==> config.mk <==
export PLATFORM = sky130hd
export DESIGN_NAME = dff_pipe
export DESIGN_NICKNAME = d
export VERILOG_FILES = /design/src/rtl/dff_pipe.sv
export SDC_FILE = /design/constraint.sdc
export NUM_CORES = 1
export LEC_CHECK = 0
export ABC_AREA = 0
export CAP_MARGIN = 0
export CORE_ASPECT_RATIO = 1.1
export CORE_MARGIN = 4
export CORE_UTILIZATION = 40
export CTS_BUF_LIST = sky130_fd_sc_hd__clkbuf_8
export DETAILED_ROUTE_END_ITERATION = 8
export SYNTH_ARGS = -nofsm -noshare
export SYNTH_HDL_FRONTEND = slang
export SYNTH_SLANG_ARGS = --single-unit
==> constraint.sdc <==
create_clock -name clk -period 2.1 [get_ports clk]
set_input_delay 0.21 -clock clk [delete_from_list [all_inputs] [get_ports clk]]
set_output_delay 0.21 -clock clk [all_outputs]
set_load 0.005 [all_outputs]
==> src/rtl/dff_pipe.sv <==
// dff_pipe: DEPTH-stage valid/ready register pipeline, WIDTH bits per stage.
//
// Each stage holds a valid bit and a data word. The ready chain is combinational
// and collapses bubbles: a stage can load when it is empty, or when some stage
// downstream of it (or the consumer) can take a word this cycle. Data registers
// are clock-enabled only when valid data actually moves in, so bubbles never
// toggle them. flush drops all in-flight words at the edge and takes priority
// over every transfer.
//
// Optional feature: define DFF_PIPE_PARITY_EN to carry an even-parity bit next
// to each data word and expose par_err. Without it the pipe has no parity
// storage and no par_err port.
module dff_pipe #(
  parameter int unsigned WIDTH = 8,
  parameter int unsigned DEPTH = 4
) (
  input  logic                         clk,
  input  logic                         rst,
  input  logic                         flush,
  input  logic                         in_valid,
  input  logic [WIDTH-1:0]             in_data,
  output logic                         in_ready,
  output logic                         out_valid,
  output logic [WIDTH-1:0]             out_data,
  input  logic                         out_ready,
`ifdef DFF_PIPE_PARITY_EN
  output logic                         par_err,
`endif
  output logic [$clog2(DEPTH+1)-1:0]   occupancy
);

  localparam int unsigned OccW = $clog2(DEPTH + 1);

  logic [DEPTH-1:0] v_q;
  logic [DEPTH-1:0] v_d;
  logic [DEPTH-1:0] rdy;
  logic [DEPTH-1:0] v_src;
  logic [DEPTH-1:0] ld;
  logic [WIDTH-1:0] d_q   [DEPTH];
  logic [WIDTH-1:0] d_src [DEPTH];

  // Ready chain: stage k may advance if any stage from k to the tail is empty
  // or the consumer accepts the tail word this cycle.
  always_comb begin
    logic acc;
    acc = out_ready;
    for (int k = int'(DEPTH) - 1; k >= 0; k--) begin
      acc    = acc | ~v_q[k];
      rdy[k] = acc;
    end
  end

  // Source of each stage: the upstream port for stage 0, else the previous stage.
  always_comb begin
    v_src[0] = in_valid;
    d_src[0] = in_data;
    for (int k = 1; k < int'(DEPTH); k++) begin
      v_src[k] = v_q[k-1];
      d_src[k] = d_q[k-1];
    end
  end

  // Next valid state and per-stage data load enables; flush wins over transfers.
  always_comb begin
    for (int k = 0; k < int'(DEPTH); k++) begin
      ld[k]  = rdy[k] & v_src[k] & ~flush;
      v_d[k] = flush ? 1'b0 : (rdy[k] ? v_src[k] : v_q[k]);
    end
  end

  // Valid bits.
  always_ff @(posedge clk or negedge rst) begin
    if (!rst) begin
      v_q <= '0;
    end else begin
      v_q <= v_d;
    end
  end

  // Data registers, enabled only when a valid word moves into the stage.
  always_ff @(posedge clk or negedge rst) begin
    if (!rst) begin
      for (int k = 0; k < int'(DEPTH); k++) begin
        d_q[k] <= '0;
      end
    end else begin
      for (int k = 0; k < int'(DEPTH); k++) begin
        if (ld[k]) begin
          d_q[k] <= d_src[k];
        end
      end
    end
  end

`ifdef DFF_PIPE_PARITY_EN
  logic [DEPTH-1:0] par_q;
  logic [DEPTH-1:0] par_src;

  // Parity is generated once at the input and then travels with its word.
  always_comb begin
    par_src[0] = ^in_data;
    for (int k = 1; k < int'(DEPTH); k++) begin
      par_src[k] = par_q[k-1];
    end
  end

  // Parity bits share the data load enables.
  always_ff @(posedge clk or negedge rst) begin
    if (!rst) begin
      par_q <= '0;
    end else begin
      for (int k = 0; k < int'(DEPTH); k++) begin
        if (ld[k]) begin
          par_q[k] <= par_src[k];
        end
      end
    end
  end

  // Flag a tail word whose recomputed parity disagrees with the carried bit.
  always_comb begin
    par_err = v_q[DEPTH-1] & ((^d_q[DEPTH-1]) ^ par_q[DEPTH-1]);
  end
`endif

  // Occupancy is the population count of the valid bits.
  always_comb begin
    occupancy = '0;
    for (int k = 0; k < int'(DEPTH); k++) begin
      occupancy = occupancy + OccW'(v_q[k]);
    end
  end

  // Handshake and tail outputs.
  always_comb begin
    in_ready  = rdy[0];
    out_valid = v_q[DEPTH-1];
    out_data  = d_q[DEPTH-1];
  end

endmodule

Word level (Yosys, flattened, before mapping)
Cells that the tools add are included.
- register bits after elaboration: 36
- output and inout bits: 13
- input port bits: 13
- multiplexer cells: 8
- add/sub/neg operators: 3
- bitwise gates (word level): 17
- reduce and logical (&&, ||, !) cells: 4
- operators by type and width (operator ; number):
    $and A1 B1 Y1 ; 8
    $mux W1 ; 8
    $reduce_bool A2 Y1 ; 4
    $not A1 Y1 ; 5
    $or A1 B1 Y1 ; 4
    $add A2 B1 Y3 ; 1
    $add A3 B1 Y3 ; 1
    $add A1 B1 Y2 ; 1

Logic depth before layout (Yosys ltp)
- word-level depth: 7
- mapped depth: 5
- depth with buffers taken out: 5

Worst setup path after synthesis
No wires, ideal clock.
- kind: reg2out
- start: register v_q[3]
- end: output occupancy[1]
- data arrival time: 1416 ps
- path buffers: 0
- slack: 474 ps
- cell stages (with the launch flop): 6
- cells stage by stage: dfrtp_1 > inv_1 > fa_1 > inv_1 > ha_1 > ha_1
- word-level cells in the longest chain between the ends: 1
- RTL lines (element ; RTL line ; RTL):
    from (decl) ; 34 ; logic [DEPTH-1:0] v_q;
    from (signal assigned) ; 76 ; v_q <= v_d;
    $add A3 B1 Y3 ; 130 ; occupancy = occupancy + OccW'(v_q[k]);
    to (decl) ; 29 ; output logic [$clog2(DEPTH+1)-1:0] occupancy
Every way passes these cells.

Final worst setup path
Ends and elaborated chain as after synthesis.

==> qor.txt <==
Vias in the first global route: 844
Tmin final: 2.04 ns
# IOs: 26
FMAX: 491 MHz
Antenna Nets Post-Route: 0
Placed cell area: 0.00184 mm²
CTS H-tree lvls: 2
Leakage: 0.000935 µW
Mapped Area: 0.00160 mm²
YS warnings: 0
Final hold viol count: 0
Top cells by area, synth: dfrtp_1 56%, mux2_4 15%, mux2_2 11%
Crit path buffers/inverters: 3
Critical path's most frequent cell: inv_1
Startpoint types: flip-flop
Vias per cell: 4.56
Slowest CP cell: fa_1
Worst EP arrival: 1.83 ns
Slew Limit Fails: 0
# rows: 23
1st-iter DRT viols: 37
Reg clk slew, reported paths: 0.07 ns
Finished Core Util: 52.4%
Largest stage delay on the critical path: 0.53 ns
First-pass GRT wire length: 3980 µm
Final setup fails: 0
Worst setup path class: flip-flop to primary output
Port bufs: 25
Area added between synthesis and finish: 22.4%
Req. time, crit path: 1.89 ns
Core Region: 0.00374 mm²
Reg2reg end: out_data[7]$_DFFE_PN0P_
Top Family by Delay on Critical Path: adder cells
Cells along the critical path: inv_1 > fa_1 > inv_1 > ha_2 > ha_1 > buf_2
R2R depth: 6
DRC: 0
Slew headroom: 61.8%
Initial antenna violation count: 0
Ratio of cells with drive above 1 in the final layout: 39.7%
RR Startpoint: v_q[3]$_DFFE_PN0P_
Post-synth EDFFs: 0
Full die area: 0.00508 mm²
Place WS: -0.0168 ns
Outcome: finished, final reports clean
Worst Skew: 0.00461 ns
Drt first pass iters: 4
Kind of end point of the critical path: primary output
CTS tree: built
Design area: 0.00196 mm²
GRT Util Overall: 11.0%
Starting Density: 42.8%
Reg2Reg Setup Slack: 0.15 ns
Max Cap Viol: 0
TritonCTS sink count: 36
Total Negative Setup Slacks: 0 ns
Hold buffer count at cts: 0
Yosys reg bits: 36
Asr flop ratio synth: 100%
Total Wirelength: 2350 µm
Final Wtd Congestion: 0.730
Hold Crit Class: primary input to asynchronous set/reset pin
Root Driver: clkbuf_8
Antenna diodes: 0
CTS max path bufs: 2
Routed length per instance: 13.0 µm
Largest net degree at the start of global routing: 37
Worst-Margin Slew: 0.573 ns
Synth cell types: 19
Share of the synthesized area in the top cell type: 56.2%
Num CTS Buffers: 5
Mapped Nets: 120
Nets: 146
DR vias: 826
Count leader, synth: dfrtp_1
Post-DP HPWL: 1690 µm
Congestion Overflow GR: 0
Max IR drop VDD: 448 µV
Post-synth top area cell: dfrtp_1
Seq/Total Area, Yosys: 56.2%
Avg Cell Area, Syn: 15.4 µm²
DIE WIDTH: 68.4 µm
Pwr dens: 1020 mW/mm²
Ys flop type: dfrtp_1
Mapped Cells: 104
Hold WS: 0.339 ns
Final Worst Setup Slack: 0.0624 ns
Worst-Skew Late Latency: 0.28 ns
Worst-path maximum fanout: 2
Synth top cells by count: 36 x dfrtp_1, 16 x mux2_2, 16 x mux2_4, 8 x buf_4, 6 x inv_1
Period utilisation layout: 97.0%
Die height: 74.4 µm
state kept, by name, summed over array words and instances, names as in the netlist:
register / cells
d_q: 24
out_data: 8
v_q: 4
worst max path at each step:
| stage | from | to | slack [ns] | cells after the start |
|---|---|---|---|---|
| finish | v_q[3]$_DFFE_PN0P_ | occupancy[1] | 0.06 | 6 |
| global route | v_q[3]$_DFFE_PN0P_ | occupancy[1] | -0.01 | 6 |
| CTS | v_q[3]$_DFFE_PN0P_ | occupancy[2] | 0.02 | 6 |
| detailed placement | v_q[0]$_DFFE_PN0P_ | occupancy[1] | -0.02 | 6 |
| global placement | v_q[3]$_DFFE_PN0P_ | occupancy[1] | 0.03 | 6 |
| floorplan | v_q[3]$_DFFE_PN0P_ | occupancy[1] | 0.47 | 5 |
through the flow:
stage               total power, µW  std cells
floorplan                      1310        104
global placement               1420        170
detailed placement             1440        170
CTS                            2030        180
global route                   2110        181
finish                         1990        181
power by group:
part,switching (µW),internal [µW],total [µW]
combinational,103,327,430
clock,229,347,576
sequential,102,884,986
total,434,1560,1990
timing repair:
action,4_1_cts,5_1_grt
setup endpoints to repair,3,2
gates resized for setup,6,3
buffers inserted,2,1
per-layer routing:
metal	vias up	part of all wire, %	global-route usage (%)
met3	7	5.4	3.78
met2	24	47	16.4
met1	399	45	13.5
met5	-	0	0
li1	396	-	-
met4	0	2.7	7.28
placed cells by master, fill, tap and decap left out, types with 2 or more instances in the layout:
master           netlist  routed
clkbuf_8               0       5
nor2_1                 4       4
a21oi_1                2       2
clkdlybuf4s50_1        0      22
dfrtp_1               36      36
buf_4                  8       7
inv_1                  6       6
mux2_4                16      16
mux2_2                16      16
cell families (layout without fill, tap and decap cells):
| kind of cell | Yosys count | count (layout) | synth area share, % |
|---|---|---|---|
| flops | 36 | 36 | 56.2 |
| compound gates | 6 | 6 | 3.51 |
| mux | 32 | 32 | 26.2 |
| buf+inv | 19 | 46 | 8.27 |
| fa+ha+maj | 3 | 3 | 2.81 |
| simple gates | 8 | 8 | 2.97 |
layout make-up:
cell class	count	area, µm²
fillers	322	1780
flip-flops and latches	36	901
multi-input cells	49	572
repair buffers	32	297
clock buffers	5	68.8
well taps	50	62.6
clock inverters	3	38.8
inverters	6	22.5
Power figures use the tool's default switching activity.
==> RTL edit (same flow settings) <==
The parameter `DEPTH` goes from 4 to 8.
--- a/src/rtl/dff_pipe.sv
+++ b/src/rtl/dff_pipe.sv
@@ -12,7 +12,7 @@
 // storage and no par_err port.
 module dff_pipe #(
   parameter int unsigned WIDTH = 8,
-  parameter int unsigned DEPTH = 4
+  parameter int unsigned DEPTH = 8
 ) (
   input  logic                         clk,
   input  logic                         rst,
Interface: changed (resized occupancy); port bits go from 26 to 27. The function was not compared with the original's and may differ.
==> RTL edit against the original RTL <==
- power grew 60%
- setup slack lost 1.3 ns
- area after synthesis grew 90%
- design area grew 94%
- routed wire length grew 92%
- critical path depth grew 4
- largest cell class unchanged
- maximum frequency shrank 38%
- first-iteration DRC count grew 68%
- final cell count grew 91%
- critical path type unchanged
- sequential power grew 71%
- the run now ends with setup timing left
- sequential cell count grew 36
- clock power grew 100%
==> RTL edit: results (changes against the original RTL) <==
Status: complete, but fails checks
Failing checks: setup timing
Maximum VDD drop: 0.506 mV (+13%)
Avg WL per Cell: 13.0 µm (+0.70%)
Seq/Total Area, Yosys: 0.591 (+0.0293)
Met1 usage: 0.145 (+0.00967)
Met3 Track Usage GR: 0.0250 (-0.0128)
# diodes: 0 (unchanged)
Clock Tree Buf Depth: 2 (unchanged)
Post-route setup slack: -1.19 ns (-1.25 ns)
Max reg flops: 56 (+130%)
Clk_lat worst skew: 0.33 ns (+0.05 ns)
Layout cells sized above 1: 0.504 (+0.107)
Crit end category: output port
Critical Path AT: 3.08 ns (+1.25 ns)
Crit Reg-Reg Endpoint: d_q[61]$_DFFE_PN0P_
Drt via density: 4.79 (+4.9%)
Delay-heaviest family, CP: adder cells
Vias in the first global route: 1737 (+110%)
Final Setup Violations: 4 (+4)
Htree depth: 3 (+1)
RD Place Congestion: 0.735 (+0.67%)
Global-route wire length before repair: 7950 µm (+100%)
TNS Setup: -4.05 ns (-4.05 ns)
Post-detail-place hpwl: 3230 µm (+92%)
Syn Nets: 222 (+85%)
Largest net degree at the start of global routing: 73 (+97%)
DP Worst Slack: -1.29 ns (-1.27 ns)
Commonest cells in the netlist: 72 x dfrtp_1, 64 x mux2_2, 15 x inv_1
Top FF cell, synth: dfrtp_1
HP Class: input port to async pin
Worst slew margin: 0.680 (+0.0625)
Routing usage on met2: 0.170 (+0.00663)
Worst Clk Skew: 0.00694 ns (+0.00233 ns)
Nets: 274 (+88%)
Leak pwr: 0.00185 µW (+98%)
Share of async-settable or async-resettable flops after synthesis: 1.00 (unchanged)
Worst-path fanout max: 2 (unchanged)
FF-to-FF setup slack: 0.30 ns (+0.15 ns)
Total CTS buffers: 9 (+4)
Post-synth cell types: 27 (+8)
Top cells by area, synth: dfrtp_1 59%, mux2_2 24%, fa_1 2.6%
Initial DRC Count: 62 (+68%)
Port-buffer cells: 26 (+4.0%)
DP Area: 0.00351 mm² (+91%)
GRT Util Overall: 0.111 (+0.000462)
==> RTL edit: kinds of logic (layout without fill, tap and decap cells) <==
group / Yosys count / count (layout) / share of synthesized area
simple gates: 18 / 18 / 0.0398
fa+ha+maj: 7 / 7 / 0.0386
flops: 72 / 72 / 0.591
xor+xnor: 1 / 1 / 0.00288
buf+inv: 27 / 83 / 0.0452
mux: 64 / 64 / 0.237
compound gates: 13 / 13 / 0.0456
==> RTL edit: metrics by stage <==
| stage | util | cells | hold WS, ns | total power (µW) |
|---|---|---|---|---|
| floorplan | - | 202 | -0.0856 | 1910 |
| global placement | 0.473 | 323 | 0.270 | 2020 |
| detailed placement | 0.473 | 323 | 0.271 | 2040 |
| CTS | 0.510 | 343 | 0.435 | 3250 |
| global route | 0.513 | 345 | 0.462 | 3380 |
| finish | 0.513 | 345 | 0.418 | 3190 |
==> RTL edit: worst min-delay path, cell delays in order <==
cell	delay (ns)
dlygate4sd3_1	0.52
buf_2	0.12
buf_12	0.30
==> RTL edit: how the worst min path moves through the flow <==
stage | depth (start not counted) | endpoint | slack (ns)
6_report | 3 | d_q[27]$_DFFE_PN0P_ | 0.42
5_1_grt | 3 | out_data[2]$_DFFE_PN0P_ | 0.46
4_1_cts | 3 | out_data[3]$_DFFE_PN0P_ | 0.44
3_5_place_dp | 2 | out_data[3]$_DFFE_PN0P_ | 0.27
3_3_place_gp | 2 | out_data[2]$_DFFE_PN0P_ | 0.27
2_1_floorplan | 0 | d_q[10]$_DFFE_PN0P_ | -0.09
==> RTL edit: final cells by class <==
type                    count  area, µm²
clock inverters             5       81.3
fillers                   661       3620
inverters                  16       60.1
flip-flops and latches     72       1800
well taps                  87        109
repair buffers             52        475
clock buffers              10        138
multi-input cells         103       1150
==> RTL edit: repair_timing <==
item,4_1_cts,5_1_grt
setup buffers,4,3
cloned,0,0
setup endpoints to repair,5,4
resized for setup,28,2
hold endpoints to repair,72,0
pin swaps,4,4
hold buffers,1,0
==> RTL edit: per-layer routing <==
layer  vias to the layer above  share of wire
met4                         0          0.023
li1                        811              -
met1                       803           0.48
met3                        10          0.033
met5                         -              0
met2                        27           0.46
==> RTL edit: power breakdown <==
| part | internal (µW) | total [µW] | switching [µW] | leakage (µW) |
|---|---|---|---|---|
| clock network | 694 | 1180 | 487 | 0.000108 |
| logic | 212 | 319 | 108 | 0.000796 |
| registers | 1600 | 1690 | 95.8 | 0.000946 |
| total | 2500 | 3190 | 691 | 0.00185 |
